$ cat src/rtl/lsf_rbin_pkg.sv
// ============================================================================
// Module      : lsf_rbin_pkg
// Description : Shared types and constants for the r-bin stream generator:
//               FSM state encoding, bin token layout, histogram geometry.
// Revision    : 1.0 - initial release
// ============================================================================
`default_nettype none

package lsf_rbin_pkg;

  localparam int         NBINS      = 128;
  localparam int         BIN_CENTER = 64;
  localparam int         FRAC       = 10;
  localparam logic [7:0] RBIN_OOR   = 8'h80;

  // Per-event sequencing of the accumulator control pins
  typedef enum logic [2:0] {
    ST_IDLE  = 3'd0,
    ST_CLEAR = 3'd1,
    ST_RUN   = 3'd2,
    ST_DRAIN = 3'd3,
    ST_DONE  = 3'd4
  } state_t;

  // One stream beat: out-of-range flag above a 7-bit bin index
  typedef struct packed {
    logic       oor;
    logic [6:0] bin;
  } rbin_tok_t;

  // Build an in-range token from a bin index
  function automatic rbin_tok_t make_tok(input logic [6:0] bin);
    rbin_tok_t t;
    t.oor = 1'b0;
    t.bin = bin;
    return t;
  endfunction

endpackage

`default_nettype wire

$ cat src/rtl/rbin_stream_gen_if.sv
// ============================================================================
// Module      : rbin_stream_gen_if
// Description : Hit input handshake plus r-bin token stream (TDATA/TVALID/
//               TREADY) between the hit source, the generator and the
//               histogram accumulator.
// Revision    : 1.0 - initial release
// ============================================================================
`default_nettype none

interface rbin_stream_gen_if #(
  parameter int XW = 16,
  parameter int DW = 12
);
  logic signed [XW-1:0] hit_x;
  logic signed [XW-1:0] hit_y;
  logic        [DW-1:0] hit_drift;
  logic                 hit_last;
  logic                 hit_vld;
  logic                 hit_rdy;
  logic         [7:0]   r_bin_V_TDATA;
  logic                 r_bin_V_TVALID;
  logic                 r_bin_V_TREADY;

  // Hit source / token sink side
  modport master (
    output hit_x, hit_y, hit_drift, hit_last, hit_vld, r_bin_V_TREADY,
    input  hit_rdy, r_bin_V_TDATA, r_bin_V_TVALID
  );

  // Generator side
  modport slave (
    input  hit_x, hit_y, hit_drift, hit_last, hit_vld, r_bin_V_TREADY,
    output hit_rdy, r_bin_V_TDATA, r_bin_V_TVALID
  );
endinterface

`default_nettype wire

$ cat src/rtl/rbin_quantizer.sv
// ============================================================================
// Module      : rbin_quantizer
// Description : Three-stage registered pipeline: multiply x*cos / y*sin,
//               add +/- drift, floor-shift into a bin and range check.
//               Each loaded hit is replayed once so the +drift token is
//               followed by the -drift token. Whole pipeline freezes on stall.
// Revision    : 1.0 - initial release
// ============================================================================
`default_nettype none

module rbin_quantizer #(
  parameter int XW         = 16,
  parameter int DW         = 12,
  parameter int CW         = 12,
  parameter int FRAC       = lsf_rbin_pkg::FRAC,
  parameter int BIN_SHIFT  = 2,
  parameter int BIN_CENTER = lsf_rbin_pkg::BIN_CENTER,
  parameter int NBINS      = lsf_rbin_pkg::NBINS
) (
  input  wire                  clk,
  input  wire                  rst_n,
  input  wire                  stall_i,
  input  wire                  load_i,
  input  wire signed [XW-1:0]  x_i,
  input  wire signed [XW-1:0]  y_i,
  input  wire        [DW-1:0]  drift_i,
  input  wire signed [CW-1:0]  cos_i,
  input  wire signed [CW-1:0]  sin_i,
  output logic                 phase_o,
  output logic                 pipe_busy_o,
  output logic       [7:0]     tdata_o,
  output logic                 tvalid_o
);
  import lsf_rbin_pkg::*;

  localparam int PW = XW + CW;
  localparam int AW = XW + CW + 1;
  localparam int SH = FRAC + BIN_SHIFT;
  localparam logic signed [AW-1:0] MAX_IDX = AW'(NBINS - 1);
  localparam logic signed [AW-1:0] CENTER  = AW'(BIN_CENTER);

  logic signed [PW-1:0] prod_x_q, prod_y_q;
  logic        [DW-1:0] drift_q;
  logic                 neg_q, v1_q;
  logic signed [AW-1:0] acc_q;
  logic                 v2_q;
  logic         [7:0]   tdata_q;
  logic                 tvalid_q;

  logic signed [PW-1:0] w_x_ext, w_y_ext, w_cos_ext, w_sin_ext;
  logic signed [AW-1:0] w_sum, w_drift, w_acc_d, w_sh, w_idx;
  logic                 w_oor;
  rbin_tok_t            w_tok;

  assign w_x_ext   = {{(PW-XW){x_i[XW-1]}}, x_i};
  assign w_y_ext   = {{(PW-XW){y_i[XW-1]}}, y_i};
  assign w_cos_ext = {{(PW-CW){cos_i[CW-1]}}, cos_i};
  assign w_sin_ext = {{(PW-CW){sin_i[CW-1]}}, sin_i};

  // Stage 1: register products on load, then replay the same hit with -drift
  always_ff @(posedge clk or negedge rst_n) begin
    if (!rst_n) begin
      prod_x_q <= '0;
      prod_y_q <= '0;
      drift_q  <= '0;
      neg_q    <= 1'b0;
      v1_q     <= 1'b0;
    end else if (!stall_i) begin
      if (load_i) begin
        prod_x_q <= w_x_ext * w_cos_ext;
        prod_y_q <= w_y_ext * w_sin_ext;
        drift_q  <= drift_i;
        neg_q    <= 1'b0;
        v1_q     <= 1'b1;
      end else if (v1_q && !neg_q) begin
        neg_q    <= 1'b1;
      end else begin
        neg_q    <= 1'b0;
        v1_q     <= 1'b0;
      end
    end
  end

  // High while the +drift beat sits in stage 1: the replay slot is taken
  assign phase_o = v1_q & ~neg_q;

  assign w_sum   = {prod_x_q[PW-1], prod_x_q} + {prod_y_q[PW-1], prod_y_q};
  assign w_drift = {{(AW-DW-FRAC){1'b0}}, drift_q, {FRAC{1'b0}}};
  assign w_acc_d = neg_q ? (w_sum - w_drift) : (w_sum + w_drift);

  // Stage 2: full-width r-value
  always_ff @(posedge clk or negedge rst_n) begin
    if (!rst_n) begin
      acc_q <= '0;
      v2_q  <= 1'b0;
    end else if (!stall_i) begin
      v2_q <= v1_q;
      if (v1_q) acc_q <= w_acc_d;
    end
  end

  // Arithmetic shift floors toward minus infinity for negative r
  assign w_sh  = acc_q >>> SH;
  assign w_idx = w_sh + CENTER;
  assign w_oor = w_idx[AW-1] || (w_idx > MAX_IDX);
  assign w_tok = w_oor ? rbin_tok_t'(RBIN_OOR) : make_tok(w_idx[6:0]);

  // Stage 3: registered stream output, held while the sink stalls
  always_ff @(posedge clk or negedge rst_n) begin
    if (!rst_n) begin
      tdata_q  <= '0;
      tvalid_q <= 1'b0;
    end else if (!stall_i) begin
      tvalid_q <= v2_q;
      if (v2_q) tdata_q <= w_tok;
    end
  end

  assign tdata_o     = tdata_q;
  assign tvalid_o    = tvalid_q;
  assign pipe_busy_o = v1_q | v2_q | tvalid_q;

endmodule

`default_nettype wire

$ cat src/rtl/rbin_stream_gen.sv
// ============================================================================
// Module      : rbin_stream_gen
// Description : Per-theta r-bin token source. Sequences the histogram
//               accumulator (clear sweep, enable, drain), accepts hits and
//               feeds them through the quantizer pipeline, two tokens per hit.
// Revision    : 1.0 - initial release
// ============================================================================
`default_nettype none

module rbin_stream_gen #(
  parameter int XW         = 16,
  parameter int DW         = 12,
  parameter int CW         = 12,
  parameter int FRAC       = lsf_rbin_pkg::FRAC,
  parameter int BIN_SHIFT  = 2,
  parameter int BIN_CENTER = lsf_rbin_pkg::BIN_CENTER,
  parameter int NBINS      = lsf_rbin_pkg::NBINS,
  parameter int DRAIN_WAIT = 4
) (
  input  wire                  clk,
  input  wire                  rst_n,
  input  wire                  start,
  input  wire signed [CW-1:0]  theta_cos,
  input  wire signed [CW-1:0]  theta_sin,
  output logic                 enable_V,
  output logic                 reset_rbins,
  output logic                 busy,
  output logic                 done,
  rbin_stream_gen_if.slave     s
);
  import lsf_rbin_pkg::*;

  // Counter is shared by the clear sweep and the drain wait
  localparam int CNT_W = $clog2(NBINS);

  state_t                state_q;
  logic [CNT_W-1:0]      cnt_q;
  logic signed [CW-1:0]  cos_q, sin_q;
  logic                  enable_q, reset_rbins_q, busy_q, done_q;

  logic                  w_stall, w_phase, w_accept, w_hit_rdy;
  logic                  w_pipe_busy, w_tvalid;
  logic [7:0]            w_tdata;

  assign w_stall   = w_tvalid & ~s.r_bin_V_TREADY;
  assign w_hit_rdy = (state_q == ST_RUN) & ~w_phase & ~w_stall;
  assign w_accept  = s.hit_vld & w_hit_rdy;

  rbin_quantizer #(
    .XW         (XW),
    .DW         (DW),
    .CW         (CW),
    .FRAC       (FRAC),
    .BIN_SHIFT  (BIN_SHIFT),
    .BIN_CENTER (BIN_CENTER),
    .NBINS      (NBINS)
  ) u_quant (
    .clk         (clk),
    .rst_n       (rst_n),
    .stall_i     (w_stall),
    .load_i      (w_accept),
    .x_i         (s.hit_x),
    .y_i         (s.hit_y),
    .drift_i     (s.hit_drift),
    .cos_i       (cos_q),
    .sin_i       (sin_q),
    .phase_o     (w_phase),
    .pipe_busy_o (w_pipe_busy),
    .tdata_o     (w_tdata),
    .tvalid_o    (w_tvalid)
  );

  // Event sequencer with registered accumulator control outputs
  always_ff @(posedge clk or negedge rst_n) begin
    if (!rst_n) begin
      state_q       <= ST_IDLE;
      cnt_q         <= '0;
      cos_q         <= '0;
      sin_q         <= '0;
      enable_q      <= 1'b0;
      reset_rbins_q <= 1'b0;
      busy_q        <= 1'b0;
      done_q        <= 1'b0;
    end else begin
      done_q <= 1'b0;
      case (state_q)
        ST_IDLE: begin
          if (start) begin
            cos_q         <= theta_cos;
            sin_q         <= theta_sin;
            cnt_q         <= '0;
            reset_rbins_q <= 1'b1;
            busy_q        <= 1'b1;
            state_q       <= ST_CLEAR;
          end
        end
        ST_CLEAR: begin
          if (cnt_q == CNT_W'(NBINS - 1)) begin
            reset_rbins_q <= 1'b0;
            enable_q      <= 1'b1;
            state_q       <= ST_RUN;
          end else begin
            cnt_q <= cnt_q + 1'b1;
          end
        end
        ST_RUN: begin
          if (w_accept && s.hit_last) begin
            cnt_q   <= '0;
            state_q <= ST_DRAIN;
          end
        end
        ST_DRAIN: begin
          // Settling time only starts once every token has left
          if (!w_pipe_busy) begin
            if (cnt_q == CNT_W'(DRAIN_WAIT - 1)) begin
              done_q  <= 1'b1;
              state_q <= ST_DONE;
            end else begin
              cnt_q <= cnt_q + 1'b1;
            end
          end
        end
        ST_DONE: begin
          enable_q <= 1'b0;
          busy_q   <= 1'b0;
          state_q  <= ST_IDLE;
        end
        default: state_q <= ST_IDLE;
      endcase
    end
  end

  assign enable_V         = enable_q;
  assign reset_rbins      = reset_rbins_q;
  assign busy             = busy_q;
  assign done             = done_q;
  assign s.hit_rdy        = w_hit_rdy;
  assign s.r_bin_V_TDATA  = w_tdata;
  assign s.r_bin_V_TVALID = w_tvalid;

endmodule

`default_nettype wire

$ cat src/flat_wrapper.sv
// flat-port wrapper written by rule: the top's interface ports become plain ports
module rbin_stream_gen_flat import lsf_rbin_pkg::*;
#(
  parameter int XW         = 16,
  parameter int DW         = 12,
  parameter int CW         = 12,
  parameter int FRAC       = lsf_rbin_pkg::FRAC,
  parameter int BIN_SHIFT  = 2,
  parameter int BIN_CENTER = lsf_rbin_pkg::BIN_CENTER,
  parameter int NBINS      = lsf_rbin_pkg::NBINS,
  parameter int DRAIN_WAIT = 4
)
  (clk, rst_n, start, theta_cos, theta_sin, enable_V, reset_rbins, busy, done, s_hit_x, s_hit_y, s_hit_drift, s_hit_last, s_hit_vld, s_r_bin_V_TREADY, s_hit_rdy, s_r_bin_V_TDATA, s_r_bin_V_TVALID);
  rbin_stream_gen_if #(.XW(XW), .DW(DW)) s_i ();
  input  wire clk;
  input  wire rst_n;
  input  wire start;
  input  wire signed [CW-1:0] theta_cos;
  input  wire signed [CW-1:0] theta_sin;
  output logic enable_V;
  output logic reset_rbins;
  output logic busy;
  output logic done;
  input wire logic [$bits(s_i.hit_x)-1:0] s_hit_x;
  input wire logic [$bits(s_i.hit_y)-1:0] s_hit_y;
  input wire logic [$bits(s_i.hit_drift)-1:0] s_hit_drift;
  input wire logic [$bits(s_i.hit_last)-1:0] s_hit_last;
  input wire logic [$bits(s_i.hit_vld)-1:0] s_hit_vld;
  input wire logic [$bits(s_i.r_bin_V_TREADY)-1:0] s_r_bin_V_TREADY;
  output wire logic [$bits(s_i.hit_rdy)-1:0] s_hit_rdy;
  output wire logic [$bits(s_i.r_bin_V_TDATA)-1:0] s_r_bin_V_TDATA;
  output wire logic [$bits(s_i.r_bin_V_TVALID)-1:0] s_r_bin_V_TVALID;
  assign s_i.hit_x = s_hit_x;
  assign s_i.hit_y = s_hit_y;
  assign s_i.hit_drift = s_hit_drift;
  assign s_i.hit_last = s_hit_last;
  assign s_i.hit_vld = s_hit_vld;
  assign s_i.r_bin_V_TREADY = s_r_bin_V_TREADY;
  assign s_hit_rdy = s_i.hit_rdy;
  assign s_r_bin_V_TDATA = s_i.r_bin_V_TDATA;
  assign s_r_bin_V_TVALID = s_i.r_bin_V_TVALID;
  rbin_stream_gen #(.XW(XW), .DW(DW), .CW(CW), .FRAC(FRAC), .BIN_SHIFT(BIN_SHIFT), .BIN_CENTER(BIN_CENTER), .NBINS(NBINS), .DRAIN_WAIT(DRAIN_WAIT)) u_core (.clk(clk), .rst_n(rst_n), .start(start), .theta_cos(theta_cos), .theta_sin(theta_sin), .enable_V(enable_V), .reset_rbins(reset_rbins), .busy(busy), .done(done), .s(s_i));
endmodule
$ cat config.mk
export PLATFORM = sky130hd
export DESIGN_NAME = rbin_stream_gen_flat
export DESIGN_NICKNAME = d
export VERILOG_FILES = /design/src/rtl/lsf_rbin_pkg.sv /design/src/rtl/rbin_stream_gen_if.sv /design/src/rtl/rbin_quantizer.sv /design/src/rtl/rbin_stream_gen.sv /design/src/flat_wrapper.sv
export SDC_FILE = /design/constraint.sdc
export NUM_CORES = 1
export LEC_CHECK = 0
export ABC_AREA = 1
export ABC_CLOCK_PERIOD_IN_PS = 13100
export CORE_ASPECT_RATIO = 0.75
export CORE_MARGIN = 5
export CORE_UTILIZATION = 60
export DETAILED_ROUTE_END_ITERATION = 8
export GPL_ROUTABILITY_DRIVEN = 0
export PLACE_DENSITY = 0.85
export SETUP_SLACK_MARGIN = 0.1
export SYNTH_ARGS = -nofsm -noshare
export SYNTH_HDL_FRONTEND = slang
export SYNTH_SLANG_ARGS = --single-unit
$ cat constraint.sdc
create_clock -name clk -period 13.1 [get_ports clk]
set_input_delay 2.62 -clock clk [delete_from_list [all_inputs] [get_ports clk]]
set_output_delay 2.62 -clock clk [all_outputs]
set_load 0.01 [all_outputs]
== Word-level counts from Yosys, hierarchy flattened ==
Cells that the tools add are included.

* Bits in registers: 147
* Input port bits: 74
* Output and inout bits: 14
* Word-level logic and storage cells: 96

* Add/sub/neg operators: 5
* Multipliers: 2
* $lt $le $gt $ge: 1
* Eq/ne operators: 14
* Muxes and demuxes: 27
* Bitwise logic cells: 11
* Reduce and logical (&&, ||, !) cells: 19

{| class="wikitable"
|+ Operators by type and width
! cell !! count
|-
| 16-bit by 12-bit multiplier with 28-bit output || 2
|-
| 7-bit two-way mux || 5
|-
| 28-bit by 28-bit adder with 29-bit output || 1
|-
| 29-bit by 23-bit adder with 29-bit output || 1
|-
| 29-bit two-way mux || 1
|-
| 29-bit by 23-bit subtractor with 29-bit output || 1
|-
| 7-bit one-hot mux with 4 select lines || 1
|-
| 17-bit by 8-bit adder with 18-bit output (second input constant) || 1
|-
| 18-bit by 8-bit greater-than comparator with 1-bit output (second input constant) || 1
|-
| 3-bit two-way mux || 5
|-
| 2-bit AND reduction || 7
|-
| 3-bit one-hot mux with 4 select lines || 1
|-
| 1-bit two-way mux || 10
|-
| 2-bit != test (second input constant) || 5
|-
| 8-bit two-way mux || 1
|-
| 7-bit by 1-bit adder with 7-bit output (second input constant) || 1
|-
| 7-bit by 2-bit == test with 1-bit output (second input constant) || 1
|-
| 7-bit == test (second input constant) || 1
|-
| 3-bit by 2-bit == test with 1-bit output (second input constant) || 2
|-
| 2-bit by 1-bit != test with 1-bit output (second input constant) || 3
|-
| 1-bit one-hot mux with 2 select lines || 3
|-
| 6-bit AND reduction || 1
|-
| 2-bit nonzero test || 3
|-
| 1-bit AND || 5
|-
| 11 further kinds || 16
|}

== Logic depth before layout (Yosys ltp) ==
* Word-level depth: 9
* Mapped depth: 25

== Modules after synthesis ==
From an unflattened synthesis, not the netlist that was laid out.

* Cell total of the unflattened synthesis: 2786
* Area total of the unflattened synthesis: 21942.3 µm²

{| class="wikitable"
|+ By module, submodules not included
! module !! times used !! cells each !! area each (µm²)
|-
| rbin_quantizer || 1 || 2561 || 20120.5
|-
| rbin_stream_gen || 1 || 225 || 1821.7
|}

== Worst setup path after synthesis ==
OpenSTA, ideal clock, no wires.

* Path type: input to register
* Start point: input port s_hit_x[15]
* End point: register u_core.u_quant.prod_x_q[23]
* Setup time: 0.130 ns
* Data arrival time: 7.249 ns
* Data required time: 12.970 ns
* Setup slack: 5.721 ns
* Cell stages on the path: 20
* Path buffers: 1
* Cell sequence: clkbuf_1 > nand2_1 > inv_1 > fa_1 > ha_1 > inv_1 > fa_1 > inv_1 > fa_1 > inv_1 > fa_1 > inv_1 > ha_1 > a21oi_1 > inv_1 > a221oi_1 > o21ai_1 > a21oi_2 > xor2_1 > o21ai_1

* Longest elaborated chain between the ends: 1

{| class="wikitable"
|+ Ends and longest elaborated chain
! item !! RTL line !! text
|-
| start, declared || flat_wrapper.sv:24 || <nowiki>input wire logic [$bits(s_i.hit_x)-1:0] s_hit_x;</nowiki>
|-
| 16-bit by 12-bit multiplier with 28-bit output || rbin_quantizer.sv:70 || <nowiki>prod_x_q <= w_x_ext * w_cos_ext;</nowiki>
|-
| end signal, assigned || rbin_quantizer.sv:70 ||
|-
| end, declared || rbin_quantizer.sv:42 || <nowiki>logic signed [PW-1:0] prod_x_q, prod_y_q;</nowiki>
|}

Every way passes these cells.
A chain may end at the register's enable or synchronous reset.

== Final worst setup path ==
* Start point: input port s_hit_y[15]
* End point: register u_core.u_quant.prod_y_q[27]

* Longest elaborated chain between the ends: 1

{| class="wikitable"
|+ Ends and longest elaborated chain
! item !! RTL line !! text
|-
| start, declared || flat_wrapper.sv:25 || <nowiki>input wire logic [$bits(s_i.hit_y)-1:0] s_hit_y;</nowiki>
|-
| 16-bit by 12-bit multiplier with 28-bit output || rbin_quantizer.sv:71 || <nowiki>prod_y_q <= w_y_ext * w_sin_ext;</nowiki>
|-
| end signal, assigned || rbin_quantizer.sv:71 ||
|-
| end, declared || rbin_quantizer.sv:42 ||
|}

Every way passes these cells.

==> impl_metrics.env <==
export IMPL_synth_largest_area_cell="fa_1"
export IMPL_cap_violations=0
export IMPL_synth_edf_count=0
export IMPL_die_area_mm2=0.0402
export IMPL_place_hpwl_um=41600
export IMPL_grt_pass1_wl_um=88300
export IMPL_path_clk_slew_ps=70
export IMPL_post_place_ws_ps=4440
export IMPL_async_flop_share_pct=100
export IMPL_synth_top_cell_area_share_pct=32.7
export IMPL_antenna_left=0
export IMPL_num_nets_final=3365
export IMPL_period_share_pct=64.5
export IMPL_syn2layout_area_growth_pct=7.94
export IMPL_clock_latency_ps=440
export IMPL_final_util_pct=65.5
export IMPL_numPortBuffers=87
export IMPL_path_cells="clkdlybuf4s50_1 > nand2_1 > fa_1 > inv_1 > fa_1 > inv_1 > fa_1 > inv_1 > fa_1 > fa_1 > ha_1 > nand2_1 > nor4_1 > nand3_1 > nand3_1 > a31oi_1 > xor2_1 > o21ai_1"
export IMPL_start_util_pct=60.7
export IMPL_n_fill_cell=2876
export IMPL_postCtsSetupBuffers=0
export IMPL_hold_buffers=0
export IMPL_setup_worst_path_class="input port to register"
export IMPL_htreeDepth=4
export IMPL_seq_area_frac_synth_pct=15.5
export IMPL_diodes=0
export IMPL_vias_per_cell=5.53
export IMPL_synth_cell_types=54
export IMPL_pin_count=88
export IMPL_drv_slew=0
export IMPL_core_area_mm2=0.0359
export IMPL_synth_cells=2759
export IMPL_slew_headroom_pct=29.2
export IMPL_vias=17944
export IMPL_rsz0062_at_grt="false"
export IMPL_finClkSkew_ps=9.29
export IMPL_cts_tree="built"
export IMPL_hp_class="register to register"
export IMPL_synthesis_nets=3355
export IMPL_setup_viol=0
export IMPL_cp_slowest_stage_delay_ps=730
export IMPL_drt_iter0_markers=1579
export IMPL_setup_ws_ps=4660
export IMPL_max_freq_mhz=118
export IMPL_place_inst=3215
export IMPL_layout_common_cells="nand2_1, inv_1, fa_1"
export IMPL_firstDrtPassIters=5
export IMPL_hold_viol_final=0
export IMPL_cts_buffers=17
export IMPL_drive_above_1_share_pct=2.91
export IMPL_chipWidth_um=230
export IMPL_clock_sinks=135
export IMPL_crit_path_start_kind="input port"
export IMPL_track_usage_pct=26.3
export IMPL_wl_um=51500
export IMPL_crit_family="adder cells"
export IMPL_cp_max_fo=12
export IMPL_layout_commonest_cell="nand2_1"
export IMPL_syn_area_mm2=0.0218
export IMPL_cts_buffer_depth=2
export IMPL_placementRows=60
export IMPL_grt_pass1_vias=18680
export IMPL_syn_avg_cell_area_um2=7.89
export IMPL_tightest_slew_ps=1060
export IMPL_clock_root_buffer="clkbuf_16"
export IMPL_drc=0
export IMPL_gr_total_overflow=0
export IMPL_crit_arrival_ps=8740
export IMPL_ys_seq_elements=135
export IMPL_grt_max_degree=92
export IMPL_crit_slowest_cell="clkdlybuf4s50_1"
export IMPL_wl_per_cell_um=15.9
export IMPL_cp_required_ps=13400
export IMPL_min_period_ps=8440
export IMPL_fp_dieH_um=175
export IMPL_setup_tns_ps=0
export IMPL_final_cells=3247
export IMPL_cts_resized=0
export IMPL_ys_flop_type="dfrtp_1"
export IMPL_synthTopCellsByArea="fa_1, dfrtp_1, nand2_1"
export IMPL_path_common_cell="fa_1"
export IMPL_path_buf_inv=4
export IMPL_status="finished clean"
export IMPL_end_kind="register"
export IMPL_antenna_found_initial=0
export IMPL_yosysWarningCount=0
-- cells in the mapped netlist (3+ instances only) --
cell type	n
a21boi_1	5
a21o_1	9
a21oi_1	92
a31oi_1	11
buf_1	4
buf_2	3
clkbuf_1	93
dfrtp_1	135
fa_1	356
ha_1	166
inv_1	627
inv_2	11
nand2_1	755
nand2_2	4
nand3_1	70
nand3b_1	3
nand4_1	15
nor2_1	94
nor2_2	5
nor3_1	15
nor4_1	6
o211ai_1	6
o21a_1	7
o21ai_0	79
o21ai_1	34
o21bai_1	10
o31ai_1	5
or2_1	7
or2_2	11
xnor2_1	44
xor2_1	46
-- per-layer routing --
metal | up-vias | wire [µm] | track usage [%]
met2 | 841 | 24400 | 43.7
met1 | 8728 | 21000 | 35.8
li1 | 8251 | - | -
met3 | 124 | 4570 | 4.89
met5 | - | 0 | 0
met4 | 0 | 1490 | 7.89
-- logic make-up after synthesis --
logic type      after synthesis  synth area share, %
flops                       135                 15.5
fa+ha+maj                   522                 42.3
xor+xnor                     90                 3.62
simple gates                999                 18.7
buf+inv                     740                 12.8
compound gates              273                 7.09
-- final cells by class --
type | instances | area [µm²] | area share, %
flip-flops and latches | 135 | 3380 | 14.4
clock inverters | 14 | 185 | 0.788
well taps | 465 | 582 | 2.48
repair buffers | 91 | 902 | 3.84
multi-input cells | 1884 | 15600 | 66.4
clock buffers | 18 | 439 | 1.87
inverters | 640 | 2400 | 10.2
-- state kept, by name (all words and copies together), names as in the netlist --
register / flops
u_core.u_quant.v2_q: 1
u_core.cnt_q: 7
u_core.u_quant.drift_q: 12
u_core.u_quant.tdata_o: 8
u_core.sin_q: 12
u_core.u_quant.neg_q: 1
u_core.cos_q: 12
u_core.u_quant.tvalid_o: 1
u_core.state_q: 3
u_core.reset_rbins: 1
u_core.enable_V: 1
u_core.u_quant.v1_q: 1
u_core.u_quant.prod_x_q: 28
u_core.u_quant.prod_y_q: 28
u_core.busy: 1
u_core.done: 1
u_core.u_quant.acc_q: 17
-- worst register-to-register path, delay by kind of cell, from the launching register on --
kind / cells / cell delay (ps)
simple gates: 5 / 1660
fa+ha+maj: 6 / 3080
buf+inv: 3 / 320
compound gates: 2 / 200
xor+xnor: 1 / 210
flops: 1 / 800
-- through the flow --
step	area, µm²	hold slack, ps
after floorplan	21800	442
after global placement	22900	461
after detailed placement	22900	466
after CTS	23500	483
after global routing	23500	493
final	23500	481
-- final timing paths --
kind / from / to / slack (ps) / depth (start not counted)
max: s_hit_y[15] / u_core.u_quant.prod_y_q[27]$_DFFE_PN0P_ / 4660 / 18
min: u_core.u_quant.tdata_o[3]$_DFFE_PN0P_ / u_core.u_quant.tdata_o[3]$_DFFE_PN0P_ / 480 / 2
max reg2reg: u_core.sin_q[3]$_DFFE_PN0P_ / u_core.u_quant.prod_y_q[27]$_DFFE_PN0P_ / 6710 / 17
min reg2reg: u_core.u_quant.tdata_o[3]$_DFFE_PN0P_ / u_core.u_quant.tdata_o[3]$_DFFE_PN0P_ / 480 / 2
max in group asynchronous: rst_n / u_core.u_quant.prod_y_q[5]$_DFFE_PN0P_ / 9530 / 2
min in group asynchronous: rst_n / u_core.enable_V$_DFFE_PN0P_ / 2130 / 1
Power is not shown: default switching activity piles up to over one toggle a cycle in this logic, so the estimate is an artifact.
